**config.mk**
```make
export PLATFORM = sky130hd
export DESIGN_NAME = tone_decoder
export DESIGN_NICKNAME = d
export VERILOG_FILES = /design/src/rtl/tone_decoder.sv
export SDC_FILE = /design/constraint.sdc
export NUM_CORES = 1
export LEC_CHECK = 0
export CAP_MARGIN = 10
export CORE_ASPECT_RATIO = 0.5
export CORE_MARGIN = 1.5
export CORE_UTILIZATION = 62
export CTS_BUF_LIST = sky130_fd_sc_hd__clkbuf_4 sky130_fd_sc_hd__clkbuf_8 sky130_fd_sc_hd__clkbuf_16
export DETAILED_ROUTE_END_ITERATION = 10
export PLACE_DENSITY_LB_ADDON = 0.1
export SYNTH_ARGS = -nofsm -noshare
export SYNTH_HDL_FRONTEND = slang
export SYNTH_SLANG_ARGS = --single-unit
```
**constraint.sdc**
```tcl
create_clock -name clk -period 4.64 [get_ports clk]
set_clock_uncertainty 0.05 [all_clocks]
set_input_delay 0.696 -clock clk [delete_from_list [all_inputs] [get_ports clk]]
set_output_delay 0.696 -clock clk [all_outputs]
set_load 0.02 [all_outputs]
```
**src/rtl/tone_decoder.sv**
```systemverilog
// Tone decoder: measures the period of a synchronized square wave, classifies it
// against the seven note windows and locks a note after CONFIRM matching periods.
module tone_decoder #(
  parameter int clkSpeed = 25,
  parameter int CONFIRM  = 3,
  parameter int TIMEOUT  = 227272
) (
  input  logic       clk,
  input  logic       reset,
  input  logic       wave,
  output logic [2:0] note,
  output logic       valid,
  output logic       change,
  output logic [7:0] led
);

  localparam int MW = $clog2(CONFIRM + 1);
  localparam logic [19:0]   TMAX = 20'(TIMEOUT);
  localparam logic [MW-1:0] CMAX = MW'(CONFIRM);

  typedef enum logic [1:0] {IDLE, ARMED, TRACK} state_t;

  function automatic int nominal(input int k);
    case (k)
      0:       nominal = clkSpeed * 1000000 / 220;
      1:       nominal = clkSpeed * 1000000 / 247;
      2:       nominal = clkSpeed * 1000000 / 261;
      3:       nominal = clkSpeed * 1000000 / 294;
      4:       nominal = clkSpeed * 1000000 / 330;
      5:       nominal = clkSpeed * 1000000 / 349;
      default: nominal = clkSpeed * 1000000 / 392;
    endcase
  endfunction

  state_t          state_reg, state_next;
  logic [2:0]      sync_reg;
  logic [19:0]     count_reg, count_next;
  logic [MW-1:0]   match_reg, match_next;
  logic [2:0]      cand_reg, cand_next;
  logic [2:0]      note_next;
  logic            valid_next, change_next;
  logic [7:0]      led_next;
  logic            rise;
  logic            at_timeout;
  logic [20:0]     period;
  logic [6:0]      hit;
  logic            classified;
  logic [2:0]      cls;

  assign rise       = sync_reg[1] & ~sync_reg[2];
  assign at_timeout = (count_reg == TMAX);
  assign period     = {1'b0, count_reg} + 21'd1;

  genvar gi;
  generate
    for (gi = 0; gi < 7; gi++) begin : g_win
      localparam int NOM = nominal(gi);
      localparam logic [20:0] LO = 21'(NOM - (NOM >> 5));
      localparam logic [20:0] HI = 21'(NOM + (NOM >> 5));
      assign hit[gi] = (period >= LO) && (period <= HI);
    end
  endgenerate

  // Adjacent windows can touch at some clock rates; the lower note index wins.
  always_comb begin
    classified = |hit;
    cls        = 3'd0;
    for (int i = 6; i >= 0; i--) begin
      if (hit[i]) cls = 3'(i);
    end
  end

  always_comb begin
    state_next  = state_reg;
    count_next  = at_timeout ? count_reg : count_reg + 20'd1;
    match_next  = match_reg;
    cand_next   = cand_reg;
    note_next   = note;
    valid_next  = valid;
    change_next = 1'b0;

    if ((match_reg == CMAX) && (!valid || (cand_reg != note))) begin
      note_next   = cand_reg;
      valid_next  = 1'b1;
      change_next = 1'b1;
    end

    if (rise) begin
      count_next = '0;
      if (state_reg == IDLE) begin
        state_next = ARMED;
      end else begin
        state_next = TRACK;
        if (!classified) begin
          match_next = '0;
        end else if (cls == cand_reg) begin
          match_next = (match_reg == CMAX) ? match_reg : match_reg + MW'(1);
        end else begin
          cand_next  = cls;
          match_next = MW'(1);
        end
      end
    end else if (at_timeout && (state_reg != IDLE)) begin
      // Silence: drop the lock but keep the last note visible.
      state_next  = IDLE;
      match_next  = '0;
      cand_next   = '0;
      note_next   = note;
      valid_next  = 1'b0;
      change_next = valid;
    end

    led_next = valid_next ? {1'b1, 7'b1 << note_next} : 8'b0;
  end

  always_ff @(posedge clk or posedge reset) begin
    if (reset) begin
      state_reg <= IDLE;
      sync_reg  <= '0;
      count_reg <= '0;
      match_reg <= '0;
      cand_reg  <= '0;
      note      <= '0;
      valid     <= 1'b0;
      change    <= 1'b0;
      led       <= '0;
    end else begin
      state_reg <= state_next;
      sync_reg  <= {sync_reg[1:0], wave};
      count_reg <= count_next;
      match_reg <= match_next;
      cand_reg  <= cand_next;
      note      <= note_next;
      valid     <= valid_next;
      change    <= change_next;
      led       <= led_next;
    end
  end

endmodule

```
# == Word-level counts from Yosys, hierarchy flattened ==
# Index checks and enable logic that the tools add are counted.
# totals
out_inout_bits,13
reg_bits,43
inputBits,3
# classes
mux,32
shifts,1
order_cmp,14
n_reduce_logical,17
n_eq_ne,9
add_sub_neg,3
bitwise,2
# op_table
cell,n
21-bit by 17-bit less-or-equal comparator with 1-bit output (second input constant),7
21-bit by 17-bit greater-or-equal comparator with 1-bit output (second input constant),6
3-bit two-way mux,15
20-bit two-way mux,2
20-bit by 1-bit adder with 21-bit output (second input constant),1
21-bit by 16-bit greater-or-equal comparator with 1-bit output (second input constant),1
20-bit by 1-bit adder with 20-bit output (second input constant),1
20-bit by 18-bit == test with 1-bit output (second input constant),1
2-bit two-way mux,8
1-bit logical AND,9
8-bit two-way mux,1
7-bit OR reduction,1
1-bit by 3-bit << shifter with 7-bit output (first input constant),1
1-bit two-way mux,6
2-bit != test (second input constant),3
4-bit != test (second input constant),1
4-bit AND reduction,1
2-bit nonzero test,2
3-bit == test,1
3-bit != test,1
3-bit AND reduction,1
2-bit by 1-bit adder with 2-bit output (second input constant),1
2-bit == test (second input constant),1
2-bit logical NOT,1
5 further kinds,5

# == Depth between registers and ports, before layout ==
# logic_depth
word_depth,15
depth_mapped,16
mapped_depth_nobuf,13

# == Worst setup path before layout ==
# Ideal clock, no wire load.
# synth_timing
path_kind,register to register
start,reg count_reg[1]
end,reg match_reg[0]
t_arrival_ns,3.860
path_stages_with_launch,15
setup_time_ns,0.126
slack_ns,0.604
required_ns,4.464
path_cell_list,dfrtp_1 > ha_1 > buf_2 > nand4_1 > or4_1 > buf_2 > or2_1 > or3_4 > and2_1 > a2111o_1 > o21ai_0 > o211ai_1 > xnor2_1 > or3_4 > o311a_1
# synth_between
elab_chain_len,15
word_cells_on_any_way,40
classes_between,add/sub (1); order compare (14); eq/ne (3); mux (11); reduce/logical (11)
# synth_lines
element,line,text
from (decl),37,"logic [19:0] count_reg, count_next;"
from (signal assigned),130,count_reg <= count_next;
20-bit by 1-bit adder with 21-bit output,52,"assign period = {1'b0, count_reg} + 21'd1;"
21-bit by 16-bit greater-or-equal comparator with 1-bit output or 21-bit by 17-bit less-or-equal comparator with 1-bit output (tied branches),60,assign hit[gi] = (period >= LO) && (period <= HI);
1-bit logical AND,60,
3-bit two-way mux (7 in a row),69,if (hit[i]) cls = 3'(i);
3-bit == test,96,end else if (cls == cand_reg) begin
2-bit two-way mux,96,
2-bit two-way mux,94,if (!classified) begin
2-bit two-way mux,90,if (state_reg == IDLE) begin
2-bit two-way mux,88,if (rise) begin
to (signal assigned),131,match_reg <= match_next;
to (decl),38,"logic [MW-1:0] match_reg, match_next;"
# Parallel ways exist; a longest one is shown, timed or not. The select of a mux whose other input is x is not followed.
# A chain may end at the register's enable or synchronous reset.

# == Worst setup path in the final report ==
# layout_timing
start,reg count_reg[2]
end,reg match_reg[0]
# The elaborated chain is that of the path after synthesis.

==> impl_metrics.tcl <==
set metrics [dict create \
    outcome "finished, final reports clean" \
    antenna_found_initial 0 \
    yosys.area.top_type_share_pct 28.6 \
    clkTransAtPathRegs_ns 0.07 \
    ys_warn_count 0 \
    reg2reg_slack_ns 0.35 \
    drt_pass1_iterations 5 \
    worstPathCellList "nand4_2, or4_1, xnor2_1, nand3_1, nor4_1, a211oi_1, a31oi_1, o211ai_1, xnor2_1, or3_4, o311a_1" \
    post_drt_via_cell_ratio 7.08 \
    ios 16 \
    io_buffers 15 \
    synth.top_cells.by_area "dfrtp_1, xnor2_1, nor2_1" \
    syn_to_final_growth_pct 11.0 \
    first_iter_violations 688 \
    critical_path.startpoint "count_reg[2]" \
    start_util_pct 65.6 \
    drc 0 \
    r2r_start "count_reg[2]" \
    die_y_um 57.5 \
    wl_mm 11.7 \
    hold_violations 0 \
    grt_pass1_wl_mm 19.0 \
    ys_types 69 \
    power.density_nw_per_um2 280 \
    core-area_sq_um 5610 \
    dp_slack_ns 0.536 \
    holdBufCountCts 0 \
    layout_common_cells "nor2_1, dfrtp_1, nand2_1" \
    fmax_ghz 0.233 \
    worstSetupEndpoint "match_reg[0]" \
    ir_drop_mv 0.173 \
    dp_hpwl_mm 8.66 \
    wl_per_cell_um 21.1 \
    die-area_sq_um 6440 \
    rsz0062_at_grt "no" \
    cts_setup_buffers 0 \
    rr_endpoint "match_reg[0]" \
    yosys.area.top_type "dfrtp_1" \
    netlist_area_sq_um 3680 \
    largest_reg_flops 20 \
    track_usage_pct 38.1 \
    cts_buffers 5 \
    worst_slack_ns 0.348 \
    gp_congestion 1.04 \
    cts_tree "done" \
    grt_max_degree 27 \
    tightest_slew_ns 1.06 \
    syn_area_per_cell_sq_um 7.85 \
    cts_max_path_buffers 2 \
    syn_inst 469 \
    required_ns 4.77 \
    cap_violations 0 \
    rr_worst_depth 11 \
    insertion_delay_ns 0.30 \
    slew_headroom_pct 28.5 \
    chipWidth_um 112 \
    grt_pass1_vias 3625 \
    antenna_left 0 \
    htree_levels 2 \
    whs_ns 0.309 \
    insertedDiodeCount 0 \
    setup_viol 0 \
    clock-root-buffer "clkbuf_16" \
    slowest_delay_ns 0.65 \
    power.total_mw 1.15 \
    period_share_pct 92.5 \
    cts_resized 0 \
    power.static_leakage_nw 1.68 \
    nets 487 \
    finalInstanceArea_sq_um 4090 \
    final_common_cell "nor2_1" \
    synth_seq_area_share_pct 28.6 \
    critPathMaxFanout 11 \
    vias 3925 \
    place_area_sq_um 3940 \
    cts_sinks 42 \
    critical_path.slowest_cell "or4_1" \
    row_count 19 \
    gr-total-overflow 0 \
    synth_edf_count 0 \
    hp-class "flip-flop to flip-flop" \
    drive_above_1_share_pct 9.77 \
    synth-main-ff-cell "dfrtp_1" \
    ys_seq_elements 42 \
    worstPathArrival_ns 4.42 \
    crit_top_cell "xnor2_1" \
    finalSetupTns_ns 0 \
    path_class "flip-flop to flip-flop" \
    synthArstFlopShare_pct 100 \
    maxSlewViolCount 0 \
    start_kind "flip-flop" \
    finalCriticalPeriod_ns 4.29 \
    setup.worst_path.end_class "flip-flop" \
    syn-num-nets 476 \
]
==> power by group <==
part           internal (mW)  total (mW)  switching (mW)
clock network          0.202       0.366           0.164
registers              0.380       0.406          0.0256
logic                  0.124       0.374           0.249
==> per-layer routing <==
| metal | track usage, % | up-vias | wire, um |
|---|---|---|---|
| li1 | - | 1784 | - |
| met1 | 53.2 | 1826 | 5040 |
| met2 | 57.5 | 286 | 4930 |
| met3 | 12.3 | 29 | 1510 |
| met4 | 10.1 | 0 | 237 |
| met5 | 2.22 | - | 0 |
==> critical path: cells and delay by family (launching register included) <==
kind	cells	cell delay, ns
AO/OA/AOI/OAI	4	0.93
AND/OR/NAND/NOR	5	2.04
flip-flops	1	0.55
XOR/XNOR	2	0.60
==> metrics by stage <==
step | cells | utilization, %
floorplan | 469 | -
global placement | 546 | 70.2
detailed placement | 546 | 70.2
CTS | 554 | 72.8
global route | 554 | 72.8
finish | 554 | 72.8
==> cell families after synthesis <==
| kind of cell | synth area share, % |
|---|---|
| xor+xnor | 8.09 |
| flops | 28.6 |
| compound gates | 23.2 |
| fa+ha+maj | 1.36 |
| mux | 1.73 |
| simple gates | 32.1 |
| buf+inv | 4.93 |
==> how the worst min path moves through the flow <==
| stage | depth (start not counted) | to | from | slack, ns |
|---|---|---|---|---|
| 2_1_floorplan | 0 | sync_reg[1] | sync_reg[0] | 0.28 |
| 3_3_place_gp | 0 | sync_reg[1] | sync_reg[0] | 0.29 |
| 3_5_place_dp | 0 | sync_reg[1] | sync_reg[0] | 0.30 |
| 4_1_cts | 0 | sync_reg[1] | sync_reg[0] | 0.31 |
| 5_1_grt | 0 | sync_reg[1] | sync_reg[0] | 0.33 |
| 6_report | 0 | sync_reg[1] | sync_reg[0] | 0.31 |
==> area by class of cell <==
| cell class | instances | area, sq um |
|---|---|---|
| flip-flops and latches | 42 | 1050 |
| inverters | 12 | 45.0 |
| repair buffers | 35 | 300 |
| clock inverters | 3 | 25.0 |
| fillers | 434 | 1520 |
| multi-input cells | 384 | 2450 |
| clock buffers | 5 | 125 |
| well taps | 73 | 91.3 |
==> Yosys cell counts (all sizes together), types with 9 or more instances <==
library cell / count
a21oi: 22
a31oi: 9
buf: 12
clkbuf: 19
dfrtp: 42
inv: 12
nand2: 38
nand3: 23
nand4: 19
nor2: 52
nor2b: 10
nor3: 13
nor4: 17
o21ai: 16
or3: 9
xnor2: 24
xor2: 10
No activity file was read; power rests on OpenSTA's default activity.
